--- src/rtl/store_write_buffer_if.sv ---
//------------------------------------------------------------------------------
// store_write_buffer_if
// Bundles the store-side handshake, the data-memory write port and the load
// hazard probe of the store write buffer.
//   slave  modport : the buffer itself (takes stores, drives the memory port)
//   master modport : the surrounding pipeline / memory system
// Signals:
//   st_valid/st_ready/st_addr/st_sel/st_data : store request from MEM stage
//   mem_req/mem_addr/mem_wstrb/mem_wdata/mem_ack : head entry to memory
//   ld_addr/ld_hit : load word-address hazard probe
//   empty : no valid entries
//------------------------------------------------------------------------------
`default_nettype none

interface store_write_buffer_if;
  logic        st_valid;
  logic        st_ready;
  logic [31:0] st_addr;
  logic [2:0]  st_sel;
  logic [31:0] st_data;
  logic        mem_req;
  logic [31:0] mem_addr;
  logic [3:0]  mem_wstrb;
  logic [31:0] mem_wdata;
  logic        mem_ack;
  logic [31:0] ld_addr;
  logic        ld_hit;
  logic        empty;

  modport slave (
    input  st_valid, st_addr, st_sel, st_data, mem_ack, ld_addr,
    output st_ready, mem_req, mem_addr, mem_wstrb, mem_wdata, ld_hit, empty
  );

  modport master (
    output st_valid, st_addr, st_sel, st_data, mem_ack, ld_addr,
    input  st_ready, mem_req, mem_addr, mem_wstrb, mem_wdata, ld_hit, empty
  );
endinterface

`default_nettype wire

--- src/rtl/store_write_buffer.sv ---
//------------------------------------------------------------------------------
// store_write_buffer
// In-order store FIFO between the MEM-stage store shifter and the data-memory
// write port. Builds per-byte strobes from the store type and address lane,
// queues up to DEPTH stores, drains the head over mem_req/mem_ack and flags
// loads whose word address matches a pending or incoming store.
//
// Ports:
//   clk    : system clock
//   resetn : synchronous active-low reset
//   sbif   : store_write_buffer_if.slave (store handshake, memory port,
//            load hazard probe, empty flag)
//
// Parameters:
//   DEPTH : number of entries (power of two, >= 2)
//   PTR_W : log2(DEPTH)
//
// Build option:
//   STORE_MERGE_EN : when defined, a store to the same word as the tail entry
//                    merges into it (only when the tail is not the head on the
//                    bus); merging is allowed even when the buffer is full.
//------------------------------------------------------------------------------
`default_nettype none

module store_write_buffer #(
  parameter int DEPTH = 4,
  parameter int PTR_W = 2
) (
  input  wire logic             clk,
  input  wire logic             resetn,
  store_write_buffer_if.slave   sbif
);

  localparam logic [PTR_W:0] LP_FULL = (PTR_W+1)'(DEPTH);

  // Byte strobes from store type and lane index; unsupported types write nothing.
  function automatic logic [3:0] f_wstrb(input logic [2:0] sel, input logic [1:0] b);
    logic [3:0] strb;
    case (sel)
      3'd0:    strb = 4'b0001 << b;
      3'd1:    strb = b[1] ? 4'b1100 : 4'b0011;
      3'd2:    strb = 4'b1111;
      3'd3:    strb = 4'b1111 >> (2'd3 - b);   // SWL: lanes 0..b
      3'd4:    strb = 4'b1111 << b;            // SWR: lanes b..3
      default: strb = 4'b0000;
    endcase
    return strb;
  endfunction

  // Entry storage; contents are don't-care until written.
  logic [29:0]      r_addr [DEPTH];
  logic [3:0]       r_strb [DEPTH];
  logic [31:0]      r_data [DEPTH];

  logic [PTR_W-1:0] r_head;
  logic [PTR_W-1:0] r_tail;
  logic [PTR_W:0]   r_count;

  logic             w_sel_ok;
  logic [3:0]       w_wstrb;
  logic             w_merge_ok;
  logic             w_ready;
  logic             w_push;
  logic             w_write;
  logic             w_alloc;
  logic             w_pop;
  logic             w_hit;
  logic             w_unused;

  assign w_sel_ok = (sbif.st_sel <= 3'd4);
  assign w_wstrb  = f_wstrb(sbif.st_sel, sbif.st_addr[1:0]);

`ifdef STORE_MERGE_EN
  logic [PTR_W-1:0] w_tail_last;
  logic             w_merge;

  assign w_tail_last = r_tail - PTR_W'(1);
  // With two or more entries the tail cannot be the head being presented,
  // so rewriting it never disturbs the bus.
  assign w_merge_ok  = w_sel_ok && (r_count >= (PTR_W+1)'(2)) &&
                       (r_addr[w_tail_last] == sbif.st_addr[31:2]);
  assign w_ready     = (r_count != LP_FULL) || w_merge_ok;
  assign w_merge     = w_write && w_merge_ok;
`else
  assign w_merge_ok  = 1'b0;
  assign w_ready     = (r_count != LP_FULL);
`endif

  assign w_push  = sbif.st_valid && w_ready;
  assign w_write = w_push && w_sel_ok;
  assign w_alloc = w_write && !w_merge_ok;
  assign w_pop   = sbif.mem_ack && (r_count != (PTR_W+1)'(0));

  // Pointer and occupancy bookkeeping with synchronous active-low reset.
  always_ff @(posedge clk) begin
    if (!resetn) begin
      r_head  <= '0;
      r_tail  <= '0;
      r_count <= '0;
    end else begin
      if (w_alloc) begin
        r_tail <= r_tail + PTR_W'(1);
      end
      if (w_pop) begin
        r_head <= r_head + PTR_W'(1);
      end
      case ({w_alloc, w_pop})
        2'b10:   r_count <= r_count + (PTR_W+1)'(1);
        2'b01:   r_count <= r_count - (PTR_W+1)'(1);
        default: r_count <= r_count;
      endcase
    end
  end

  // Entry payload writes: allocate at the tail, or merge into the last entry.
  always_ff @(posedge clk) begin
    if (w_alloc) begin
      r_addr[r_tail] <= sbif.st_addr[31:2];
      r_strb[r_tail] <= w_wstrb;
      r_data[r_tail] <= sbif.st_data;
    end
`ifdef STORE_MERGE_EN
    else if (w_merge) begin
      r_strb[w_tail_last] <= r_strb[w_tail_last] | w_wstrb;
      for (int k = 0; k < 4; k++) begin
        if (w_wstrb[k]) begin
          r_data[w_tail_last][8*k +: 8] <= sbif.st_data[8*k +: 8];
        end
      end
    end
`endif
  end

  // Load hazard: any valid entry (offset from head below count) or the
  // store being written this cycle that hits the load's word.
  always_comb begin
    logic [PTR_W-1:0] off;
    w_hit = w_write && (sbif.st_addr[31:2] == sbif.ld_addr[31:2]);
    for (int i = 0; i < DEPTH; i++) begin
      off   = PTR_W'(i) - r_head;
      w_hit = w_hit | (({1'b0, off} < r_count) && (r_addr[i] == sbif.ld_addr[31:2]));
    end
  end

  assign sbif.st_ready  = w_ready;
  assign sbif.mem_req   = (r_count != (PTR_W+1)'(0));
  assign sbif.mem_addr  = {r_addr[r_head], 2'b00};
  assign sbif.mem_wstrb = r_strb[r_head];
  assign sbif.mem_wdata = r_data[r_head];
  assign sbif.ld_hit    = w_hit;
  assign sbif.empty     = (r_count == (PTR_W+1)'(0));

  // Load byte offset is irrelevant to word-granular hazard detection.
  assign w_unused = &{1'b0, sbif.ld_addr[1:0]};

endmodule

`default_nettype wire

--- src/flat_wrapper.sv ---
// flat-port wrapper written by rule: the top's interface ports become plain ports
module store_write_buffer_flat 
#(
  parameter int DEPTH = 4,
  parameter int PTR_W = 2
)
  (clk, resetn, sbif_st_valid, sbif_st_addr, sbif_st_sel, sbif_st_data, sbif_mem_ack, sbif_ld_addr, sbif_st_ready, sbif_mem_req, sbif_mem_addr, sbif_mem_wstrb, sbif_mem_wdata, sbif_ld_hit, sbif_empty);
  store_write_buffer_if sbif_i ();
  input  wire logic clk;
  input  wire logic resetn;
  input wire logic [$bits(sbif_i.st_valid)-1:0] sbif_st_valid;
  input wire logic [$bits(sbif_i.st_addr)-1:0] sbif_st_addr;
  input wire logic [$bits(sbif_i.st_sel)-1:0] sbif_st_sel;
  input wire logic [$bits(sbif_i.st_data)-1:0] sbif_st_data;
  input wire logic [$bits(sbif_i.mem_ack)-1:0] sbif_mem_ack;
  input wire logic [$bits(sbif_i.ld_addr)-1:0] sbif_ld_addr;
  output wire logic [$bits(sbif_i.st_ready)-1:0] sbif_st_ready;
  output wire logic [$bits(sbif_i.mem_req)-1:0] sbif_mem_req;
  output wire logic [$bits(sbif_i.mem_addr)-1:0] sbif_mem_addr;
  output wire logic [$bits(sbif_i.mem_wstrb)-1:0] sbif_mem_wstrb;
  output wire logic [$bits(sbif_i.mem_wdata)-1:0] sbif_mem_wdata;
  output wire logic [$bits(sbif_i.ld_hit)-1:0] sbif_ld_hit;
  output wire logic [$bits(sbif_i.empty)-1:0] sbif_empty;
  assign sbif_i.st_valid = sbif_st_valid;
  assign sbif_i.st_addr = sbif_st_addr;
  assign sbif_i.st_sel = sbif_st_sel;
  assign sbif_i.st_data = sbif_st_data;
  assign sbif_i.mem_ack = sbif_mem_ack;
  assign sbif_i.ld_addr = sbif_ld_addr;
  assign sbif_st_ready = sbif_i.st_ready;
  assign sbif_mem_req = sbif_i.mem_req;
  assign sbif_mem_addr = sbif_i.mem_addr;
  assign sbif_mem_wstrb = sbif_i.mem_wstrb;
  assign sbif_mem_wdata = sbif_i.mem_wdata;
  assign sbif_ld_hit = sbif_i.ld_hit;
  assign sbif_empty = sbif_i.empty;
  store_write_buffer #(.DEPTH(DEPTH), .PTR_W(PTR_W)) u_core (.clk(clk), .resetn(resetn), .sbif(sbif_i));
endmodule
--- config.mk ---
export PLATFORM = sky130hd
export DESIGN_NAME = store_write_buffer_flat
export DESIGN_NICKNAME = d
export VERILOG_FILES = /design/src/rtl/store_write_buffer_if.sv /design/src/rtl/store_write_buffer.sv /design/src/flat_wrapper.sv
export SDC_FILE = /design/constraint.sdc
export NUM_CORES = 1
export LEC_CHECK = 0
export ABC_AREA = 1
export CAP_MARGIN = 15
export CORE_MARGIN = 1
export CORE_UTILIZATION = 55
export CTS_BUF_LIST = sky130_fd_sc_hd__clkbuf_16
export DETAILED_ROUTE_END_ITERATION = 10
export PLACE_DENSITY = 0.84
export SYNTH_ARGS = -nofsm -noshare
export SYNTH_HDL_FRONTEND = slang
export SYNTH_SLANG_ARGS = --single-unit
--- constraint.sdc ---
create_clock -name clk -period 5.69 [get_ports clk]
set_clock_uncertainty 0.15 [all_clocks]
set_input_delay 1.138 -clock clk [delete_from_list [all_inputs] [get_ports clk]]
set_output_delay 1.138 -clock clk [all_outputs]
set_load 0.03 [all_outputs]
After elaboration in Yosys (flattened, before gate mapping) --
Memory sizes are Yosys's and may differ from the RTL's. A register that Yosys moved wholly into a read port is not among the register bits. Index checks and enable logic that the tools add are counted.
Word-level totals: bits in registers 7, RAM bits 264, input bits 103, output and inout bits 72, logic and storage cells 62, memories kept 3
Operators by class: add/subtract/negate cells 9, magnitude comparators 5, equality and inequality tests 12, shift-type cells 3, mux-type cells 11, bitwise operators 4, reduce and logical (&&, ||, !) cells 12
Memory list:
- u_core.r_data | depth 4, bits a word 32, rd ports 1, clocked after memory_dff 1, write ports 1, line store_write_buffer.sv:53 | logic [31:0] r_data [DEPTH];
- u_core.r_addr | depth 4, bits a word 30, rd ports 5, clocked after memory_dff 1, write ports 1, line store_write_buffer.sv:51 | logic [29:0] r_addr [DEPTH];
- u_core.r_strb | depth 4, bits a word 4, rd ports 1, clocked after memory_dff 1, write ports 1, line store_write_buffer.sv:52 | logic [3:0] r_strb [DEPTH];
Operator list (count):
- equality test 30 bit | 5
- case mux 4 bit (5 select lines) | 1
- less-than comparator 2 x 3 -> 1 bit | 4
- 2-to-1 mux 2 bit | 6
- logical AND 1 bit | 8
- equality test 3 x 2 -> 1 bit (second input constant) | 2
- zero test 3 bit | 2
- case mux 3 bit (2 select lines) | 1
- subtractor 2 bit (first input constant) | 3
- adder 2 x 1 -> 2 bit (second input constant) | 2
- 2-to-1 mux 4 bit | 1
- bitwise OR 1 bit | 4
- << shifter 1 x 2 -> 4 bit (first input constant) | 1
- << shifter 4 x 2 -> 4 bit (first input constant) | 1
- >> shifter 4 x 2 -> 4 bit (first input constant) | 1
- subtractor 1 x 2 -> 2 bit (first input constant) | 2
- adder 3 x 1 -> 3 bit (second input constant) | 1
- equality test 3 x 1 -> 1 bit (second input constant) | 1
- equality test 3 bit (second input constant) | 1
- <= comparator 3 bit (second input constant) | 1
- inequality test 3 bit (second input constant) | 1
- nonzero test 3 bit | 1
- subtractor 3 x 1 -> 3 bit (second input constant) | 1
- equality test 2 x 1 -> 1 bit (second input constant) | 1
- 3 further kinds | 4

Depth between registers and ports, before layout --
Gate-level depths: netlist of the first run.
depth after elaboration 8, depth in mapped cells 12, gate-level depth less buffers 12

Worst setup path after synthesis of the first run --
No wires, ideal clock.
path type input to register, start point in sbif_st_sel[0], end point mem u_core.r_addr[0][0], enable pin, setup time 0.490 ns, arrival 4.360 ns, data required time 5.050 ns, path slack 0.690 ns, cell stages on the path 5, buffers on the path 0, cell sequence nor2_1 nor2_1 nor2_2 inv_2 nor2_1
On the way: word-level cells in the longest chain between the ends 4
RTL lines:
- from (decl) | line flat_wrapper.sv:13 | input wire logic [$bits(sbif_i.st_sel)-1:0] sbif_st_sel;
- <= comparator 3 bit | line store_write_buffer.sv:70 | assign w_sel_ok = (sbif.st_sel <= 3'd4);
- logical AND 1 bit | line store_write_buffer.sv:90 | assign w_write = w_push && w_sel_ok;
- 2-to-1 mux 1 bit | line store_write_buffer.sv:117 | if (w_alloc) begin
- 2-to-1 mux 1 bit (not written as such) | line store_write_buffer.sv:118 | r_addr[r_tail] <= sbif.st_addr[31:2];
- to (decl) | line store_write_buffer.sv:51
No other way between the ends.

Worst setup path after layout of the first run --
start point in sbif_st_sel[1], end point out sbif_ld_hit
On the way: word-level cells in the longest chain between the ends 7
RTL lines:
- <= comparator 3 bit | line store_write_buffer.sv:70
- logical AND 1 bit | line store_write_buffer.sv:90
- logical AND 1 bit | line store_write_buffer.sv:138 | w_hit = w_write && (sbif.st_addr[31:2] == sbif.ld_addr[31:2]);
- bitwise OR 1 bit (4 in series) | line store_write_buffer.sv:141 | w_hit = w_hit | (({1'b0, off} < r_count) && (r_addr[i] == sbif.ld_addr[31:2]));
- to (decl) | line flat_wrapper.sv:22 | output wire logic [$bits(sbif_i.ld_hit)-1:0] sbif_ld_hit;
No other way between the ends.

==> key figures, run 1 <==
STA
  • RSZ-0062 raised after global routing: no
  • Slew HR: 40.1%
  • Pins over their slew limit: 0
  • # setup viols final: 0
  • Setup_tns: 0 ps
  • Hold Vio Cnt, Final: 0
  • Tightest Pin Transition: 899 ps
  • Minimum clock period: 4720 ps
  • Fmax: 0.212 GHz
  • Final worst-path cycle share: 82.9%

Global route
  • Vias in the first global route: 9149
  • Initial antenna violation count: 3
  • GRT Residual Overflow: 0
  • Total GRT Usage: 24.4%
  • First-pass GRT wire length: about 45 mm
  • Pin count of the biggest net entering global routing: 89

Synthesis
  • Post-synth top area share: 62.4%
  • Cell area after synthesis: 0.0127 sq mm
  • FFs w/ async S/R, synth: 0%
  • Post-Syn Instances: 1169
  • Post-synthesis sequential area ratio: 63.8%
  • Synthesized area per cell: 10.9 sq um
  • Primary FF master, synth: edfxtp_1
  • Synth area leaders: edfxtp_1 (62%), nor2_1 (5.8%), o21ai_0 (5.5%), nand2_1 (3.9%), xnor2_1 (3.9%)
  • Largest area contributor in the netlist: edfxtp_1
  • Library cells used by synthesis: 35
  • EDFF count, synth: 264
  • YS warnings: 0
  • Number of synthesized register bits: 273

Clock network
  • Worst skew pair latency: 530 ps
  • Clock Tree Buf Depth: 3
  • Worst-path clk slew: 60 ps
  • Clock sinks: 273
  • Post-CTS Resized: 0
  • Root buf cell: clkbuf_16
  • CTS tree: built
  • H-tree depth: 1
  • Cts bufs inserted: 28
  • Hold-fix buffer count after cts: 0
  • Setup Fix Bufs, Post-CTS: 0

Routing
  • Drt wl/cell: 17.7 microns
  • Vias/cell: around 5.5
  • Met2 wire length: 14.1 mm
  • DRT antenna net count: 0
  • Drt pass-1 iters: 5
  • Vias: just under 9k
  • Top Metal Used: met4
  • DRC: 0
  • Iteration-0 DRC Markers: between 600 and 700
  • WL met1: 11.4 mm
  • Routed wire length: 28.6 mm
  • Met3 wire length: 2.38 mm

Worst setup path
  • Worst path slowest cell: clkdlybuf4s50_1
  • Worst path cell trace: clkdlybuf4s50_1 > nor2_1 > nor2_1 > nor2_2 > nand3_1 > nor2_1 > nand3_1 > nand2_1 > inv_1 > nand2_1 > clkdlybuf4s50_1
  • Reg2Reg Depth: 7
  • CP Launch Type: input port
  • Crit Path Max Fanout: 4
  • Crit-path leading delay family: buffers and inverters
  • CP most frequent cell: nor2_1
  • Critical Path RT: ~4400 ps
  • CP max stage delay: 670 ps
  • Worst path depth: 11
  • Crit. End Element: output pin
  • CP Data Arrival Time: ~3400 ps
  • Buf+Inv Stages, Crit Path: 3
  • Critical path class: in2out

Final layout
  • Synth-to-layout area growth: 21.8%
  • # nets final: around 1.4k
  • Seq. cell area: 0.00811 sq mm
  • Multi-input gate area: 0.00395 sq mm
  • Fill cells: 1618
  • Layout cell share with drive strength beyond 1: 5.41%

Job
  • Max Cap Viol: 0

Place
  • Port bufs: 170
  • Gpl congestion: a little under 0.9
  • Post-DP HPWL: 18.0 mm

Power
  • VDD IR-drop max: around 0.36 mV
  • LEAKAGE: 5.60 nW
  • Pwr Density: approximately 430 mW/mm^2
  • Pwr Total: 6.67 mW

Floorplan
  • Ports: roughly 180
  • CORE AREA: 0.0226 sq mm
  • Chip Width: 154 microns
  • Row count: between 50 and 60
  • Initial core utilization: 56.1%
  • Die Span Y: 154 microns
  • Total die area: 0.0237 sq mm

Outcome
  • Status: completed

Worst hold path
  • Hold Path Class: reg2reg
  • Hold depth: 2
## report_power, final
group / total [mW] / switching, mW / internal (mW) / leakage, nW
Clock: 1.79 / 0.729 / 1.06 / 0.468
Combinational: 2.45 / 1.56 / 0.889 / 2.65
Sequential: 2.43 / 0.0871 / 2.35 / 2.48
Total: 6.67 / 2.38 / 4.29 / 5.60
## synthesized netlist by cell type (9+ instances only)
cell        n
nor2_1    195
clkbuf_1   28
nand3_1    19
inv_1      79
o21ai_0   139
ha_1        9
buf_2      32
edfxtp_1  264
a21oi_1    34
nand4_1     9
o22ai_1    54
xor2_1     53
dfxtp_1     9
nand2_1   131
o21ai_1    10
xnor2_1    56
## cell families (layout without fill, tap and decap cells)
group	after synthesis	in the layout	share of synthesized area, %
xor+xnor	109	109	7.51
fa+ha+maj	10	10	1.04
other cells	1	5	0.0295
buf+inv	158	319	5.45
flops	273	273	63.8
simple gates	375	375	12.0
compound gates	243	243	10.2
## per-stage QoR
step	instances	hold WS, ps	instance area, sq um	util, %	setup WS (ps)
global placement	1564	366	14600	64.3	1040
finish	1619	393	15500	68.4	973
global route	1618	440	15500	68.4	821
floorplan	1170	340	12700	-	690
CTS	1616	399	15500	68.3	995
detailed placement	1564	391	14600	64.3	988
## registers in the layout (all words and copies together), names as in the netlist, named ones only
signal and count:
u_core.r_addr 120, u_core.r_strb 16, u_core.r_count 3, u_core.r_head 2, u_core.r_data 128, u_core.r_tail 2
## cell type report
| class | instances | share of cell area, % |
|---|---|---|
| Sequential cell | 273 | 52.4 |
| Multi-Input combinational cell | 739 | 25.5 |
| Timing Repair Buffer | 181 | 11.8 |
| Clock buffer | 29 | 4.69 |
| Tap cell | 285 | 2.30 |
| Inverter | 86 | 2.10 |
| Clock inverter | 23 | 1.20 |
| Antenna cell | 3 | 0.0485 |
## tightest hold or removal path, stage by stage, from the launching register on
cell,delay (ps)
dfxtp_1,320
inv_1,90
a21oi_1,70
## cells in the final DEF, fill, tap and decap left out, types with 4 or more instances in the layout
master	Yosys	routed
ha_1	9	9
o21ai_1	10	10
a21oi_1	34	34
nand3_1	19	19
inv_1	79	84
clkinv_1	0	6
or2_0	6	6
clkinv_2	0	6
nand4_1	9	9
edfxtp_1	264	264
o21ai_0	139	139
nor3_1	7	7
nand2_1	131	131
inv_2	6	6
nor2_4	0	4
buf_4	7	8
clkbuf_16	0	29
dfxtp_1	9	7
xor2_1	53	53
nor2_1	195	191
clkdlybuf4s50_1	0	170
xnor2_1	56	56
o22ai_1	54	54
## per-layer routing
| metal | up-vias | global-route usage [%] |
|---|---|---|
| li1 | 4298 | - |
| met1 | 4201 | 28.9 |
| met2 | 334 | 42.7 |
| met3 | 60 | 5.72 |
| met4 | 0 | 9.76 |
| met5 | - | 0 |
## final timing paths
kind | startpoint | to | slack (ps)
worst min register to register | u_core.r_tail[1] | u_core.r_tail[1] | 390
worst max-delay path | sbif_st_sel[1] | sbif_ld_hit | 970
worst max register to register | u_core.r_count[1] | u_core.r_addr[0][15] | 3160
worst min-delay path | u_core.r_tail[1] | u_core.r_tail[1] | 390
No activity file was read; power rests on OpenSTA's default activity.
==> inputs of run 2 (changes only) <==
--- a/config.mk
+++ b/config.mk
@@ -8,10 +8,10 @@
 export ABC_AREA = 1
 export CAP_MARGIN = 15
 export CORE_MARGIN = 1
-export CORE_UTILIZATION = 55
+export CORE_UTILIZATION = 50
 export CTS_BUF_LIST = sky130_fd_sc_hd__clkbuf_16
 export DETAILED_ROUTE_END_ITERATION = 10
-export PLACE_DENSITY = 0.84
+export PLACE_DENSITY = 0.81
 export SYNTH_ARGS = -nofsm -noshare
 export SYNTH_HDL_FRONTEND = slang
 export SYNTH_SLANG_ARGS = --single-unit
==> constraint.sdc (replaced) <==
create_clock -name clk -period 3.9 [get_ports clk]
set_clock_uncertainty 0.15 [all_clocks]
set_input_delay 0.78 -clock clk [delete_from_list [all_inputs] [get_ports clk]]
set_output_delay 0.78 -clock clk [all_outputs]
set_load 0.03 [all_outputs]
==> run 2 against run 1 <==
  * Global-route usage shrank 1.2 points
  * Via count is 1.3% higher
  * Register-to-register slack worse by 1700 ps
  * Count of clock-buffer cells in the layout unchanged
  * Sequential share of layout area fell by 0.72 points
  * Cell count is 2.7% higher
  * Non-clock buffer count up 6
  * Combinational power is 54% higher
  * Worst hold slack gained 16 ps
  * Critical endpoint is now sbif_mem_addr[7]
  * Largest power group unchanged
  * Sequential power rose by 44%
  * Routed wire length is 5.5% higher
  * First-iteration DRC count up 43%
==> key figures, run 2 (synthesized netlist as in run 1, its figures left out) <==
Final layout
  • # nets final: about 1.4k
  • Fill cells: 1835
  • Max FFs per register: roughly 130
  • Leading cell types in the layout, fill and taps excluded: edfxtp_1 (264), nor2_1 (191), clkdlybuf4s50_1 (165)
  • Most common cell after layout, fill and taps aside: edfxtp_1
  • Layout cell share with drive strength beyond 1: 6.35%
  • Post-Layout Cell Count: 1663
  • Biggest regs: u_core.r_data (128), u_core.r_addr (120), u_core.r_strb (16)
  • Biggest register: u_core.r_data
  • Ant diodes: 0
  • Synth-to-layout area growth: 23.5%

Place
  • Gpl congestion: just under 0.9
  • Port bufs: between 150 and 200
  • Dpl ws: around 360 ps
  • Post-DP HPWL: 18.9 mm
  • DP Cell Count: 1609

STA
  • Pins over their slew limit: 0
  • Slew HR: between 40% and 50%
  • Hold Vio Cnt, Final: 0
  • Final worst-path cycle share: 93.8%
  • RSZ-0062 raised after global routing: no
  • Hold_ws: 410 ps
  • Setup_tns: 0 ps
  • Fin worst setup slack: approximately 240 ps
  • Fmax: 0.273 GHz
  • # setup viols final: 0
  • Minimum clock period: about 3700 ps
  • Tightest Pin Transition: ~750 ps

Global route
  • Vias in the first global route: 9114
  • Total GRT Usage: between 20% and 30%
  • First-pass GRT wire length: approximately 47 mm
  • Pin count of the biggest net entering global routing: around 120
  • Initial antenna violation count: 2
  • GRT Residual Overflow: 0

Routing
  • Drt pass-1 iters: 5
  • Vias: 9010
  • Drt wl/cell: around 18 microns
  • DRC: 0
  • Routed wire length: 30.2 mm
  • Iteration-0 DRC Markers: ~860
  • Vias/cell: 5.42
  • DRT antenna net count: 0

Floorplan
  • Total die area: ~0.026 sq mm
  • Initial core utilization: between 50% and 60%
  • Ports: ~180
  • Die Span Y: 161 microns
  • Chip Width: 161 microns
  • CORE AREA: between 0.02 and 0.025 sq mm
  • Row count: 57

Worst setup path
  • Critical path class: reg2out
  • Crit Path Max Fanout: 54
  • CP Data Arrival Time: around 2700 ps
  • Crit. End Element: output pin
  • Reg2reg end: u_core.r_count[2]
  • CP Launch Type: flop
  • Critical Path RT: 2970 ps
  • Reg-to-Reg Start: u_core.r_count[1]
  • Reg2Reg Depth: 12
  • Worst R2R Setup Slack: 1470 ps

Power
  • Pwr Density: 635 mW/mm^2
  • LEAKAGE: around 5.7 nW
  • Pwr Total: around 10 mW
  • VDD IR-drop max: 0.634 mV

Clock network
  • Root buf cell: clkbuf_16
  • Worst skew pair latency: 550 ps
  • Setup Fix Bufs, Post-CTS: 0
  • Clock sinks: approximately 270
  • Cts bufs inserted: 29
  • CTS tree: built
  • Worst-path clk slew: 60 ps
  • Clock Tree Buf Depth: 3
  • H-tree depth: 1

Worst hold path
  • Hold depth: 2
  • Hold Path Class: reg2reg
  • Hold Startpoint: u_core.r_tail[1]
  • Min-Delay Endpoint: u_core.r_tail[1]

Job
  • Max Cap Viol: 0

Outcome
  • Status: completed
==> run 2: cell types whose count changed in the layout (fill, tap and decap cells not counted) <==
cell	previous run	this run
buf_12	3	12
buf_4	8	10
clkdlybuf4s50_1	170	165
clkinv_2	6	7
clkinv_4	1	0
clkinvlp_4	1	2
diode_2	3	0
inv_16	0	1
inv_4	1	0
inv_8	0	1
==> run 2: how the worst max path moves through the flow <==
| stage | start | end | slack [ps] | depth (start not counted) |
|---|---|---|---|---|
| final | flop | sbif_mem_addr[7] | 240 | 4 |
| after floorplan | sbif_st_sel[0] | u_core.r_addr[0][0] | -740 | 5 |
| after CTS | flop | sbif_mem_wdata[11] | 140 | 5 |
| after global placement | sbif_st_sel[2] | u_core.r_count[2] | 430 | 12 |
| after detailed placement | sbif_st_sel[2] | u_core.r_count[2] | 360 | 12 |
| after global routing | flop | sbif_mem_addr[7] | 120 | 4 |
==> run 2: timing repair <==
action | 4_1_cts | 5_1_grt
setup endpoints to repair | 0 | 1
hold buffers | 0 | 0
gates resized for setup | 0 | 1
==> run 2: metrics by stage <==
step | instance area [sq um] | utilization (%)
detailed placement | 14800 | 60.0
floorplan | 12700 | -
global placement | 14800 | 60.0
global route | 15700 | 63.8
finish | 15700 | 63.8
CTS | 15700 | 63.8
==> run 2: area by class of cell <==
class	instances	area (sq um)	area share [%]
clock buffers	29	726	4.62
clock inverters	25	213	1.36
inverters	86	328	2.09
multi-input cells	739	3950	25.1
flip-flops and latches	273	8110	51.7
well taps	324	405	2.58
repair buffers	187	1970	12.5
==> run 2: per-layer routing <==
| layer | global-route usage [%] | up-vias | wire [microns] |
|---|---|---|---|
| li1 | - | 4305 | - |
| met1 | 28.5 | 4274 | 11700 |
| met2 | 40.3 | 375 | 14900 |
| met3 | 5.98 | 54 | 2920 |
| met4 | 6.82 | 2 | 667 |
| met5 | 0 | - | 13 |
==> run 2: critical path, cell delays in order (launching register included) <==
cell	delay [ps]
dfxtp_2	350
buf_4	540
o21ai_0	250
o22ai_1	300
clkdlybuf4s50_1	730
==> run 2: power breakdown <==
part	switching, mW	internal [mW]
Clock	1.13	1.56
Sequential	0.0927	3.42
Combinational	2.37	1.40
==> inputs of run 3 (changes only) <==
--- a/config.mk
+++ b/config.mk
@@ -10,6 +10,7 @@
 export CORE_MARGIN = 1
 export CORE_UTILIZATION = 50
 export CTS_BUF_LIST = sky130_fd_sc_hd__clkbuf_16
+export CTS_CLUSTER_SIZE = 28
 export DETAILED_ROUTE_END_ITERATION = 10
 export PLACE_DENSITY = 0.81
 export SYNTH_ARGS = -nofsm -noshare
==> run 3 against run 2 <==
  * Clock power shrank 3%
  * Routed wire length down 0.56%
  * Core utilization fell by 0.086 points
  * Register-to-register slack hardly changed
  * Combinational power about the same
  * Critical path type unchanged
==> key figures, run 3 (synthesized netlist as in run 1, its figures left out) <==
Power
  • Sequential Power Share: 35.5%
  • LEAKAGE: 5.67 nW
  • VDD IR-drop max: 0.564 mV
  • Sw frac: 36.2%
  • Pwr Density: 631 mW/mm^2
  • Sw Pwr: 3.58 mW
  • Combinational share of power: between 30% and 40%
  • Clock share of power: 26.3%
  • P_int: 6.31 mW

Floorplan
  • Ports: roughly 180
  • Row count: 57
  • Chip Width: 161 microns
  • CORE AREA: 0.0246 sq mm
  • Initial core utilization: between 50% and 60%
  • Total die area: 0.0261 sq mm
  • Die Span Y: 161 microns

Worst setup path
  • Worst path cell trace: buf_4 > o21ai_0 > o22ai_1 > clkdlybuf4s50_1
  • Buf+Inv Stages, Crit Path: 2
  • Crit. End Element: output pin
  • Crit-path leading delay family: buffers and inverters
  • CP max stage delay: 730 ps
  • Worst path slowest cell: clkdlybuf4s50_1
  • CP Data Arrival Time: 2720 ps
  • Crit Path Max Fanout: between 50 and 60
  • Critical Path RT: 2970 ps
  • CP Launch Type: flop
  • Critical path class: reg2out

Routing
  • Routed wire length: roughly 30 mm
  • Vias/cell: 5.43
  • Drt pass-1 iters: 6
  • DRC: 0
  • Drt wl/cell: 18.0 microns
  • Iteration-0 DRC Markers: slightly below 800
  • DRT antenna net count: 0
  • Vias: approximately 9.0k

Clock network
  • Clock Tree Buf Depth: 3
  • Worst-path clk slew: 60 ps
  • Worst skew pair latency: 550 ps
  • Clock sinks: 273
  • Hold-fix buffer count after cts: 0
  • H-tree depth: 1
  • Setup Fix Bufs, Post-CTS: 0
  • CTS tree: built
  • Cts bufs inserted: 29
  • Post-CTS Resized: 0
  • Root buf cell: clkbuf_16

Global route
  • M3 GR Usage: 5.93%
  • GRT Residual Overflow: 0
  • GR Util met2: 40.1%
  • Busiest grt layer: met2
  • First-pass GRT wire length: 46.8 mm
  • Total GRT Usage: a little under a quarter
  • Initial antenna violation count: 2
  • Pin count of the biggest net entering global routing: 121
  • Vias in the first global route: 9111
  • Routing usage on met1: 28.6%

STA
  • Fmax: 0.274 GHz
  • Slew HR: 53.3%
  • Hold Vio Cnt, Final: 0
  • Minimum clock period: 3650 ps
  • Final worst-path cycle share: ~94%
  • Hold_ws: 408 ps
  • # setup viols final: 0
  • RSZ-0062 raised after global routing: no
  • Pins over their slew limit: 0
  • Tightest Pin Transition: 692 ps
  • Fin worst setup slack: 252 ps

Final layout
  • Biggest regs: u_core.r_data (128), u_core.r_addr (120), u_core.r_strb (16)
  • # nets final: 1429
  • Leading cell types in the layout, fill and taps excluded: edfxtp_1 (264), nor2_1 (191), clkdlybuf4s50_1 (165)
  • Synth-to-layout area growth: 23.3%
  • Post-Layout Inst Area: 0.0157 sq mm
  • Final Util: 63.7%
  • Max FFs per register: about 130
  • Layout cell share with drive strength beyond 1: 6.27%
  • Most common cell after layout, fill and taps aside: edfxtp_1
  • Biggest register: u_core.r_data

Worst hold path
  • Hold Path Class: reg2reg

Place
  • Placed inst area: 0.0148 sq mm
  • Gpl congestion: 0.871
  • Port bufs: 170
  • Dpl ws: roughly 360 ps
  • Post-DP HPWL: 18.9 mm

Outcome
  • Status: completed

Job
  • Max Cap Viol: 0
[run 3: power by group through the flow]
stage               registers [mW]  logic [mW]  clock network [mW]
floorplan                     3.56        2.22                   0
global placement              3.56        3.70                   0
detailed placement            3.57        3.76                   0
CTS                           3.51        3.78                2.64
global route                  3.53        4.04                2.77
finish                        3.51        3.77                2.60
[run 3: cell type report]
class / count / area, sq um
clock buffer: 29 / 726
inverter: 86 / 328
antenna: 1 / 2.50
sequential: 273 / 8110
tap: 324 / 405
clock inverter: 25 / 189
multi-input combinational: 739 / 3950
fill: 1840 / 8930
timing repair buffer: 187 / 1970
[run 3: metrics by stage]
step	TNS, ps	std cells	power [mW]
floorplan	-195970	1170	5.78
global placement	0	1609	7.27
detailed placement	0	1609	7.33
CTS	0	1663	9.94
global route	0	1663	10.3
finish	0	1664	9.89
[run 3: path summary, 6_finish.rpt]
kind / start / endpoint / slack [ps] / cells past startpoint
worst max register to register: u_core.r_count[1] / u_core.r_count[2] / 1470 / 12
worst min-delay path: u_core.r_tail[1] / u_core.r_tail[1] / 410 / 2
worst max-delay path: flop / sbif_mem_addr[7] / 250 / 4
worst min register to register: u_core.r_tail[1] / u_core.r_tail[1] / 410 / 2
[run 3: worst reg2reg max path: cells and delay by family, from the launching register on]
family / cells / cell delay (ps)
flip-flops: 1 / 330
adder cells (fa/ha/maj): 2 / 570
buffers and inverters: 3 / 530
AND/OR/NAND/NOR: 3 / 260
AO/OA/AOI/OAI: 4 / 470
[run 3: per-layer routing]
layer / share of wire [%] / vias up / routed length, microns
li1: - / 4310 / -
met1: 39 / 4289 / 11700
met2: 49 / 384 / 14800
met3: 9.4 / 52 / 2820
met4: 2.3 / 2 / 692
met5: 0.040 / - / 12
